--- src/rtl/uart_pkg.sv ---
// Shared constants and FSM encoding for the UART command path.
package uart_pkg;

    localparam logic [7:0] HDR0 = 8'h55;
    localparam logic [7:0] HDR1 = 8'hAA;

    localparam logic [1:0] ERR_OVF = 2'd0;
    localparam logic [1:0] ERR_LEN = 2'd1;
    localparam logic [1:0] ERR_CHK = 2'd2;
    localparam logic [1:0] ERR_TMO = 2'd3;

    typedef enum logic [2:0] {
        ST_IDLE,
        ST_HDR,
        ST_CMD,
        ST_LEN,
        ST_PAY,
        ST_CHK
    } state_t;

endpackage

--- src/rtl/timeout_cnt.sv ---
// Up-counter that flags expiry at MAX-1; held at zero while disabled or cleared.
module timeout_cnt #(
    parameter int MAX = 100000
) (
    input  logic clk,
    input  logic rst_n,
    input  logic clr,
    input  logic en,
    output logic expire
);

    localparam int W = (MAX > 2) ? $clog2(MAX) : 1;

    logic [W-1:0] cnt;
    logic         at_tc;

    assign at_tc  = (cnt == W'(MAX - 1));
    assign expire = en && at_tc;

    always_ff @(posedge clk or negedge rst_n) begin
        if (!rst_n) begin
            cnt <= '0;
        end else if (clr || !en || at_tc) begin
            cnt <= '0;
        end else begin
            cnt <= cnt + W'(1);
        end
    end

endmodule

--- src/rtl/uart_cmd_parser.sv ---
// Frame receiver: 55 AA CMD LEN PAYLOAD[LEN] CHK, checksum = CMD+LEN+payload mod 256.
//   state   | meaning
//   IDLE    | hunting for 0x55
//   HDR     | got 0x55, expecting 0xAA (0x55 resyncs)
//   CMD     | expecting command byte
//   LEN     | expecting length byte
//   PAY     | collecting payload bytes
//   CHK     | expecting checksum byte
module uart_cmd_parser
    import uart_pkg::*;
#(
    parameter int CLK_FREQ   = 50_000_000,
    parameter int TIMEOUT_US = 2000,
    parameter int MAX_LEN    = 4
) (
    input  logic                 clk,
    input  logic                 rst_n,
    input  logic [7:0]           rx_data,
    input  logic                 rx_valid,
    input  logic                 cmd_ready,
    output logic                 cmd_valid,
    output logic [7:0]           cmd_code,
    output logic [3:0]           cmd_len,
    output logic [8*MAX_LEN-1:0] cmd_payload,
    output logic                 err_pulse,
    output logic [1:0]           err_code,
    output logic                 busy
);

    localparam int TIMEOUT_CYCLES = CLK_FREQ / 1_000_000 * TIMEOUT_US;

    state_t               state;
    logic [3:0]           idx;
    logic [3:0]           len_w;
    logic [7:0]           cmd_w;
    logic [7:0]           chk_w;
    logic [8*MAX_LEN-1:0] pay_w;
    logic                 tmo;

    timeout_cnt #(.MAX(TIMEOUT_CYCLES)) u_tmo (
        .clk    (clk),
        .rst_n  (rst_n),
        .clr    (rx_valid),
        .en     (state != ST_IDLE),
        .expire (tmo)
    );

    assign busy = (state != ST_IDLE);

    always_ff @(posedge clk or negedge rst_n) begin
        if (!rst_n) begin
            state       <= ST_IDLE;
            idx         <= '0;
            len_w       <= '0;
            cmd_w       <= '0;
            chk_w       <= '0;
            pay_w       <= '0;
            cmd_valid   <= 1'b0;
            cmd_code    <= '0;
            cmd_len     <= '0;
            cmd_payload <= '0;
            err_pulse   <= 1'b0;
            err_code    <= '0;
        end else begin
            err_pulse <= 1'b0;
            if (cmd_valid && cmd_ready) begin
                cmd_valid <= 1'b0;
            end

            // An arriving byte always takes priority over a coincident timeout.
            if (rx_valid) begin
                case (state)
                    ST_IDLE: begin
                        if (rx_data == HDR0) state <= ST_HDR;
                    end
                    ST_HDR: begin
                        if (rx_data == HDR1) begin
                            state <= ST_CMD;
                            pay_w <= '0;
                        end else if (rx_data != HDR0) begin
                            state <= ST_IDLE;
                        end
                    end
                    ST_CMD: begin
                        cmd_w <= rx_data;
                        chk_w <= rx_data;
                        state <= ST_LEN;
                    end
                    ST_LEN: begin
                        if (rx_data > 8'(MAX_LEN)) begin
                            state     <= ST_IDLE;
                            err_pulse <= 1'b1;
                            err_code  <= ERR_LEN;
                        end else begin
                            len_w <= rx_data[3:0];
                            chk_w <= chk_w + rx_data;
                            idx   <= '0;
                            state <= (rx_data == 8'd0) ? ST_CHK : ST_PAY;
                        end
                    end
                    ST_PAY: begin
                        for (int i = 0; i < MAX_LEN; i++) begin
                            if (idx == 4'(i)) pay_w[8*i +: 8] <= rx_data;
                        end
                        chk_w <= chk_w + rx_data;
                        idx   <= idx + 4'd1;
                        if (idx + 4'd1 == len_w) state <= ST_CHK;
                    end
                    ST_CHK: begin
                        state <= ST_IDLE;
                        if (rx_data != chk_w) begin
                            err_pulse <= 1'b1;
                            err_code  <= ERR_CHK;
                        end else if (!cmd_valid || cmd_ready) begin
                            cmd_valid   <= 1'b1;
                            cmd_code    <= cmd_w;
                            cmd_len     <= len_w;
                            cmd_payload <= pay_w;
                        end else begin
                            err_pulse <= 1'b1;
                            err_code  <= ERR_OVF;
                        end
                    end
                    default: state <= ST_IDLE;
                endcase
            end else if (tmo) begin
                state     <= ST_IDLE;
                err_pulse <= 1'b1;
                err_code  <= ERR_TMO;
            end
        end
    end

endmodule

--- config.mk ---
export PLATFORM = sky130hd
export DESIGN_NAME = uart_cmd_parser
export DESIGN_NICKNAME = d
export VERILOG_FILES = /design/src/rtl/uart_pkg.sv /design/src/rtl/timeout_cnt.sv /design/src/rtl/uart_cmd_parser.sv
export SDC_FILE = /design/constraint.sdc
export NUM_CORES = 1
export LEC_CHECK = 0
export ABC_AREA = 1
export CORE_ASPECT_RATIO = 1.2
export CORE_MARGIN = 2
export CORE_UTILIZATION = 30
export CTS_BUF_LIST = sky130_fd_sc_hd__clkbuf_4 sky130_fd_sc_hd__clkbuf_8
export DETAILED_ROUTE_END_ITERATION = 10
export GPL_TIMING_DRIVEN = 0
export HOLD_SLACK_MARGIN = 0.08
export SYNTH_ARGS = -nofsm -noshare
export SYNTH_HDL_FRONTEND = slang
export SYNTH_SLANG_ARGS = --single-unit
--- constraint.sdc ---
create_clock -name clk -period 1.7 [get_ports clk]
set_clock_uncertainty 0.1 [all_clocks]
set_input_delay 0.425 -clock clk [delete_from_list [all_inputs] [get_ports clk]]
set_output_delay 0.425 -clock clk [all_outputs]
set_load 0.03 [all_outputs]
==> results of run 1 <==
-- through the flow --
stage	total power, W	cell area (sq um)
2_1_floorplan	0.00488	6090
3_3_place_gp	0.00541	7000
3_5_place_dp	0.00546	7030
4_1_cts	0.00830	7830
5_1_grt	0.00941	8160
6_report	0.00886	8160
-- flip-flops by register name, indices dropped and copies added, names as in the netlist --
| name | flops |
|---|---|
| chk_w | 8 |
| cmd_code | 8 |
| cmd_len | 4 |
| cmd_payload | 32 |
| cmd_valid | 1 |
| cmd_w | 8 |
| err_code | 2 |
| err_pulse | 1 |
| idx | 4 |
| len_w | 4 |
| pay_w | 32 |
| state | 3 |
| u_tmo.cnt | 17 |
-- cell families after synthesis --
kind of cell             after synthesis  share of synthesized area (%)
AO/OA/AOI/OAI                         87                           8.66
AND/OR/NAND/NOR                      401                           28.5
flip-flops                           124                           51.7
XOR/XNOR                               9                           1.31
buffers and inverters                 93                           7.01
adder cells (fa/ha/maj)               13                           2.84
-- final timing paths --
| path | start | endpoint | slack, ns | cells past startpoint |
|---|---|---|---|---|
| max | chk_w[4] | cmd_payload[26] | -0.22 | 10 |
| min | rx_valid | state[1] | 0.29 | 3 |
| max reg2reg | chk_w[4] | cmd_payload[26] | -0.22 | 10 |
| min reg2reg | cmd_payload[11] | cmd_payload[11] | 0.37 | 2 |
| max in group asynchronous | rst_n | pay_w[23] | 0.41 | 3 |
| min in group asynchronous | rst_n | u_tmo.cnt[0] | 0.32 | 2 |
-- power by group through the flow --
| stage | sequential [W] | clock [W] | combinational (W) |
|---|---|---|---|
| floorplan | 0.00351 | 0 | 0.00138 |
| global placement | 0.00349 | 0 | 0.00192 |
| detailed placement | 0.00350 | 0 | 0.00197 |
| CTS | 0.00343 | 0.00248 | 0.00239 |
| global route | 0.00348 | 0.00261 | 0.00332 |
| finish | 0.00345 | 0.00241 | 0.00300 |
-- routing by layer --
| layer | wire [microns] | up-vias | part of all wire [%] |
|---|---|---|---|
| met3 | 544 | 23 | 3.4 |
| li1 | - | 2588 | - |
| met2 | 7860 | 96 | 49 |
| met4 | 280 | 2 | 1.8 |
| met5 | 13 | - | 0.082 |
| met1 | 7190 | 2530 | 45 |
-- what timing repair did --
item,CTS,global route
setup endpoints to repair,158,142
gates cloned,1,4
hold endpoints to repair,26,0
setup buffers,22,20
pin swaps,17,25
hold buffers,1,0
resized for setup,226,117
-- area by class of cell --
type,instances,area [sq um],area share (%)
Inverter,73,284,3.48
Clock inverter,15,130,1.60
Timing Repair Buffer,103,935,11.5
Tap cell,261,327,4.00
Multi-Input combinational cell,511,2950,36.1
Buffer,19,193,2.36
Sequential cell,124,3110,38.1
Clock buffer,17,234,2.87
-- critical path, cell delays in order (launching register included) --
cell	delay (ns)
dfrtp_1	0.41
ha_4	0.25
nor2_2	0.10
nand2_1	0.06
nor2_2	0.13
nand2_2	0.11
nor2_8	0.22
nand2_8	0.12
buf_12	0.18
nand2_2	0.06
o21ai_2	0.04
-- layout by cell type, fill, tap and decap left out, types with 4 or more instances in the layout --
cell type / n
a21oi_1: 9
nor2_4: 7
nor2_1: 42
clkbuf_8: 17
dlygate4sd2_1: 5
o21ai_1: 24
inv_6: 6
nand2_2: 30
buf_2: 27
inv_4: 4
nand3_1: 60
nand3_2: 6
inv_2: 11
nand4_1: 5
o21ai_2: 19
buf_6: 11
nand3_4: 6
ha_4: 9
dfrtp_1: 120
dfrtp_2: 4
inv_1: 58
nor3_1: 9
nand2_1: 212
clkdlybuf4s15_2: 23
xor2_1: 6
o21ai_0: 21
nor2_2: 7
buf_8: 4
nand2_4: 7
buf_4: 37
==> results.toml, run 1 <==
[power_and_ir_drop]
ir_worst_vdd_mv = 0.560
power.share.clock_pct = 27.2
power_density_nw_per_um2 = 1090
p_int_w = 0.00563
swShare_pct = 36.4
switchingPower_w = 0.00322
pwr-share-comb_pct = 33.8
p_leak_nw = 3.95
seqPwrFrac_pct = 38.9

[synthesis]
synth_edf_count = 0
synth.top_cell.area_share_pct = 51.7
synthArstFlopShare_pct = 100
syn_nets = 752
synth_most_common_cell = "nand2_1"
synthFlopType = "dfrtp_1"
synthTopCellsByArea = "dfrtp_1 (52%), nand2_1 (15%), nand3_1 (5.6%), inv_1 (4.3%), nor2_1 (3.4%)"
ys_ff_latch = 124
ys_top_cells_by_count = "nand2_1 (243), dfrtp_1 (124), inv_1 (69)"
ys_types = 36
yosys_warnings = 0
synth_area_per_cell_sq_um = 8.25
postSynthCellCount = 727
yosysTopAreaCell = "dfrtp_1"
netlist_area_sq_um = 6000
seq_area_frac_synth_pct = 51.7

[routing]
avgRoutedWirePerCell_microns = 14.1
first_pass_iters = 5
drt_first_iter_violations = 323
drt_wl_total_microns = 15900
vias_per_cell = 4.67
vias = 5239
drc = 0
postRouteAntennaNets = 0

[clock_tree]
clk_latency_ns = 0.44
cts_tree = "yes"
cts-htree-levels = 4
cts.clk_slew.worst_paths_ns = 0.08
clock-sinks = 124
cts_root_buffer = "clkbuf_8"
numCtsBuffers = 17
cts_buffer_depth = 2

[global_routing]
use_met1_pct = 19.2
grt-ovfl-total = 0
grt_first_pass_wirelength_microns = 25700
met2_usage_pct = 25.8
grt_max_degree = 99
grt_busiest_layer = "met2"
grt_pass1_vias = 5255
grt_use_met3_pct = 3.03
grt.total_usage_pct = 15.2
antenna_found_initial = 1

[floorplan]
fp-row-count = 56
start_util_pct = 30.7
chipHeight_microns = 159
dieArea_sq_um = 21200
core-area_sq_um = 19500
fp.dieW_microns = 133
pin_count = 61

[placement]
place_ws_ns = -0.989
hpwl_microns = 10500
dp.cells = 1048
gp_congestion = 0.875
port_buffers = 59

[timing]
worst_slack_ns = -0.217
relSlewSlack_pct = 66.9
whs_ns = 0.291
fmax_mhz = 522
setup_violations = 50
setup_tns_ns = -8.86
rsz0062_at_grt = "true"
final_hold_viol_count = 0
fin_crit_ns = 1.92
fin_crit_sh_pct = 113
slew_violations = 0
worst_pin_slew_ns = 0.497

[setup_path]
crit_path_max_fanout = 10
required_ns = 1.93
start_kind = "flip-flop"
cp.arrival_ns = 2.15
endpoint_kind = "flip-flop"
criticalPathCategory = "flip-flop to flip-flop"

[layout]
drive_gt1_share_pct = 31.0
nNetsFinal = 874
layout.cells.non_filler = 1123
area_delta_synth_final_pct = 36.0
antenna_cells = 0
fill_cells = 1916
utilization_pct = 41.7

[worst_hold_path]
hp-class = "input pin to flip-flop"

[run_status]
violations = "negative setup slack"
status = "complete, but fails checks"

[flow_run]
cap_viol_max_count = 0
Power figures use the tool's default switching activity.
==> run 2, diff against run 1 <==
CORE_MARGIN = 4   (was 2)
==> results.toml, run 2 (synthesis gave the netlist of run 1 again) <==
[setup_path]
cp.arrival_ns = 2.14
start_kind = "flip-flop"
crit_path_max_fanout = 10
criticalPathCategory = "flip-flop to flip-flop"
required_ns = 1.93
r2r_setup_slack_ns = -0.21
endpoint_kind = "flip-flop"

[timing]
relSlewSlack_pct = 65.1
setup_violations = 59
whs_ns = 0.294
slew_violations = 0
final_hold_viol_count = 0
worst_pin_slew_ns = 0.524
fmax_mhz = 525
setup_tns_ns = -8.50
rsz0062_at_grt = "true"
fin_crit_sh_pct = 112
fin_crit_ns = 1.91
worst_slack_ns = -0.206

[global_routing]
grt_use_met3_pct = 3.34
antenna_found_initial = 1
grt-ovfl-total = 0
grt.total_usage_pct = 14.0
grt_busiest_layer = "met2"
use_met1_pct = 19.0
met2_usage_pct = 22.2
grt_pass1_vias = 4976
grt_first_pass_wirelength_microns = 24700
grt_max_degree = 100

[flow_run]
cap_viol_max_count = 0

[routing]
drc = 0
first_pass_iters = 4
drt_wl_total_microns = 15400
vias_per_cell = 4.60
vias = 5176
avgRoutedWirePerCell_microns = 13.7
drt_first_iter_violations = 317
postRouteAntennaNets = 0

[clock_tree]
clock-sinks = 124
numCtsBuffers = 17
cts_tree = "yes"
clk_latency_ns = 0.44
cts.clk_slew.worst_paths_ns = 0.08
cts_buffer_depth = 2
cts_root_buffer = "clkbuf_8"
cts-htree-levels = 4

[power_and_ir_drop]
p_leak_nw = 4.05
power_density_nw_per_um2 = 1100
ir_worst_vdd_mv = 0.585

[layout]
final_common_cell = "nand2_1"
nNetsFinal = 876
drive_gt1_share_pct = 33.0
largest_registers = "cmd_payload (32), pay_w (32), u_tmo.cnt (17)"
area_delta_synth_final_pct = 39.0
layout.cells.non_filler = 1125
final_cell_mix = "nand2_1 (205), dfrtp_1 (120), inv_1 (58)"
antenna_cells = 0

[run_status]
violations = "negative setup slack"
status = "complete, but fails checks"

[floorplan]
fp-row-count = 56
start_util_pct = 30.6
fp.dieW_microns = 137
chipHeight_microns = 163
dieArea_sq_um = 22300
core-area_sq_um = 19600
pin_count = 61

[placement]
dp.cells = 1048
port_buffers = 59
hpwl_microns = 10300
gp_congestion = 0.844

[worst_hold_path]
hp-class = "input pin to flip-flop"
-- run 2: cell types whose count changed in the layout (fill, tap and decap cells not counted), sizes merged --
| cell | before | now |
|---|---|---|
| bufinv | 0 | 2 |
| clkinv | 5 | 4 |
| clkbuf | 24 | 27 |
| dlygate4sd2 | 5 | 4 |
| clkinvlp | 1 | 0 |
| inv | 82 | 81 |
| nand3 | 72 | 71 |
| clkdlybuf4s15 | 25 | 20 |
| buf | 83 | 90 |
-- run 2: through the flow --
stage / instance area [sq um] / util (%) / total power (W) / setup WS, ns
6_report: 8340 / 42.5 / 0.00918 / -0.206
5_1_grt: 8340 / 42.5 / 0.00977 / -0.294
4_1_cts: 7940 / 40.5 / 0.00858 / -0.196
3_5_place_dp: 7030 / 35.8 / 0.00545 / -1.03
3_3_place_gp: 7000 / 35.7 / 0.00542 / -4.91
2_1_floorplan: 6090 / - / 0.00488 / -0.0870
-- run 2: timing repair --
item / in CTS / in global routing
pin swaps: 20 / 36
endpoints found under the setup margin: 157 / 147
gates cloned: 1 / 2
buffers inserted: 21 / 21
resized for setup: 237 / 164
hold endpoints to repair: 25 / 0
hold buffers: 1 / 0
-- run 2: final timing paths --
kind / start / endpoint / depth (start not counted)
worst max-delay path: chk_w[4] / cmd_code[1] / 10
worst min-delay path: rx_valid / state[1] / 3
worst max register to register: chk_w[4] / cmd_code[1] / 10
worst min register to register: cmd_payload[22] / cmd_payload[22] / 2
max in group asynchronous: rst_n / pay_w[5] / 3
min in group asynchronous: rst_n / u_tmo.cnt[15] / 2
-- run 2: layout make-up --
| cell class | instances | area (sq um) |
|---|---|---|
| buffer | 20 | 230 |
| tap | 261 | 327 |
| clock inverter | 14 | 173 |
| clock buffer | 18 | 248 |
| fill | 1944 | 11300 |
| inverter | 73 | 287 |
| multi-input combinational | 510 | 3020 |
| sequential | 124 | 3110 |
| timing repair buffer | 105 | 948 |
-- run 2: routing by layer --
metal  up-vias  routed length, microns
met5         -                       7
met4         2                     229
met3        16                     550
met2        96                    7440
met1      2462                    7150
li1       2600                       -
-- run 2: power breakdown --
group | switching, W | internal [W]
clock | 0.00134 | 0.00140
sequential | 0.000217 | 0.00322
combinational | 0.00167 | 0.00132
total | 0.00323 | 0.00595
-- run 2: worst max-delay path, stage by stage, from the launching register on --
cell	delay [ns]
dfrtp_1	0.41
ha_4	0.24
nor2_2	0.12
nand2_1	0.10
nor2_4	0.12
nand2_4	0.09
nor2_8	0.19
nand2_8	0.14
buf_8	0.18
nand2_1	0.07
nand2_1	0.05
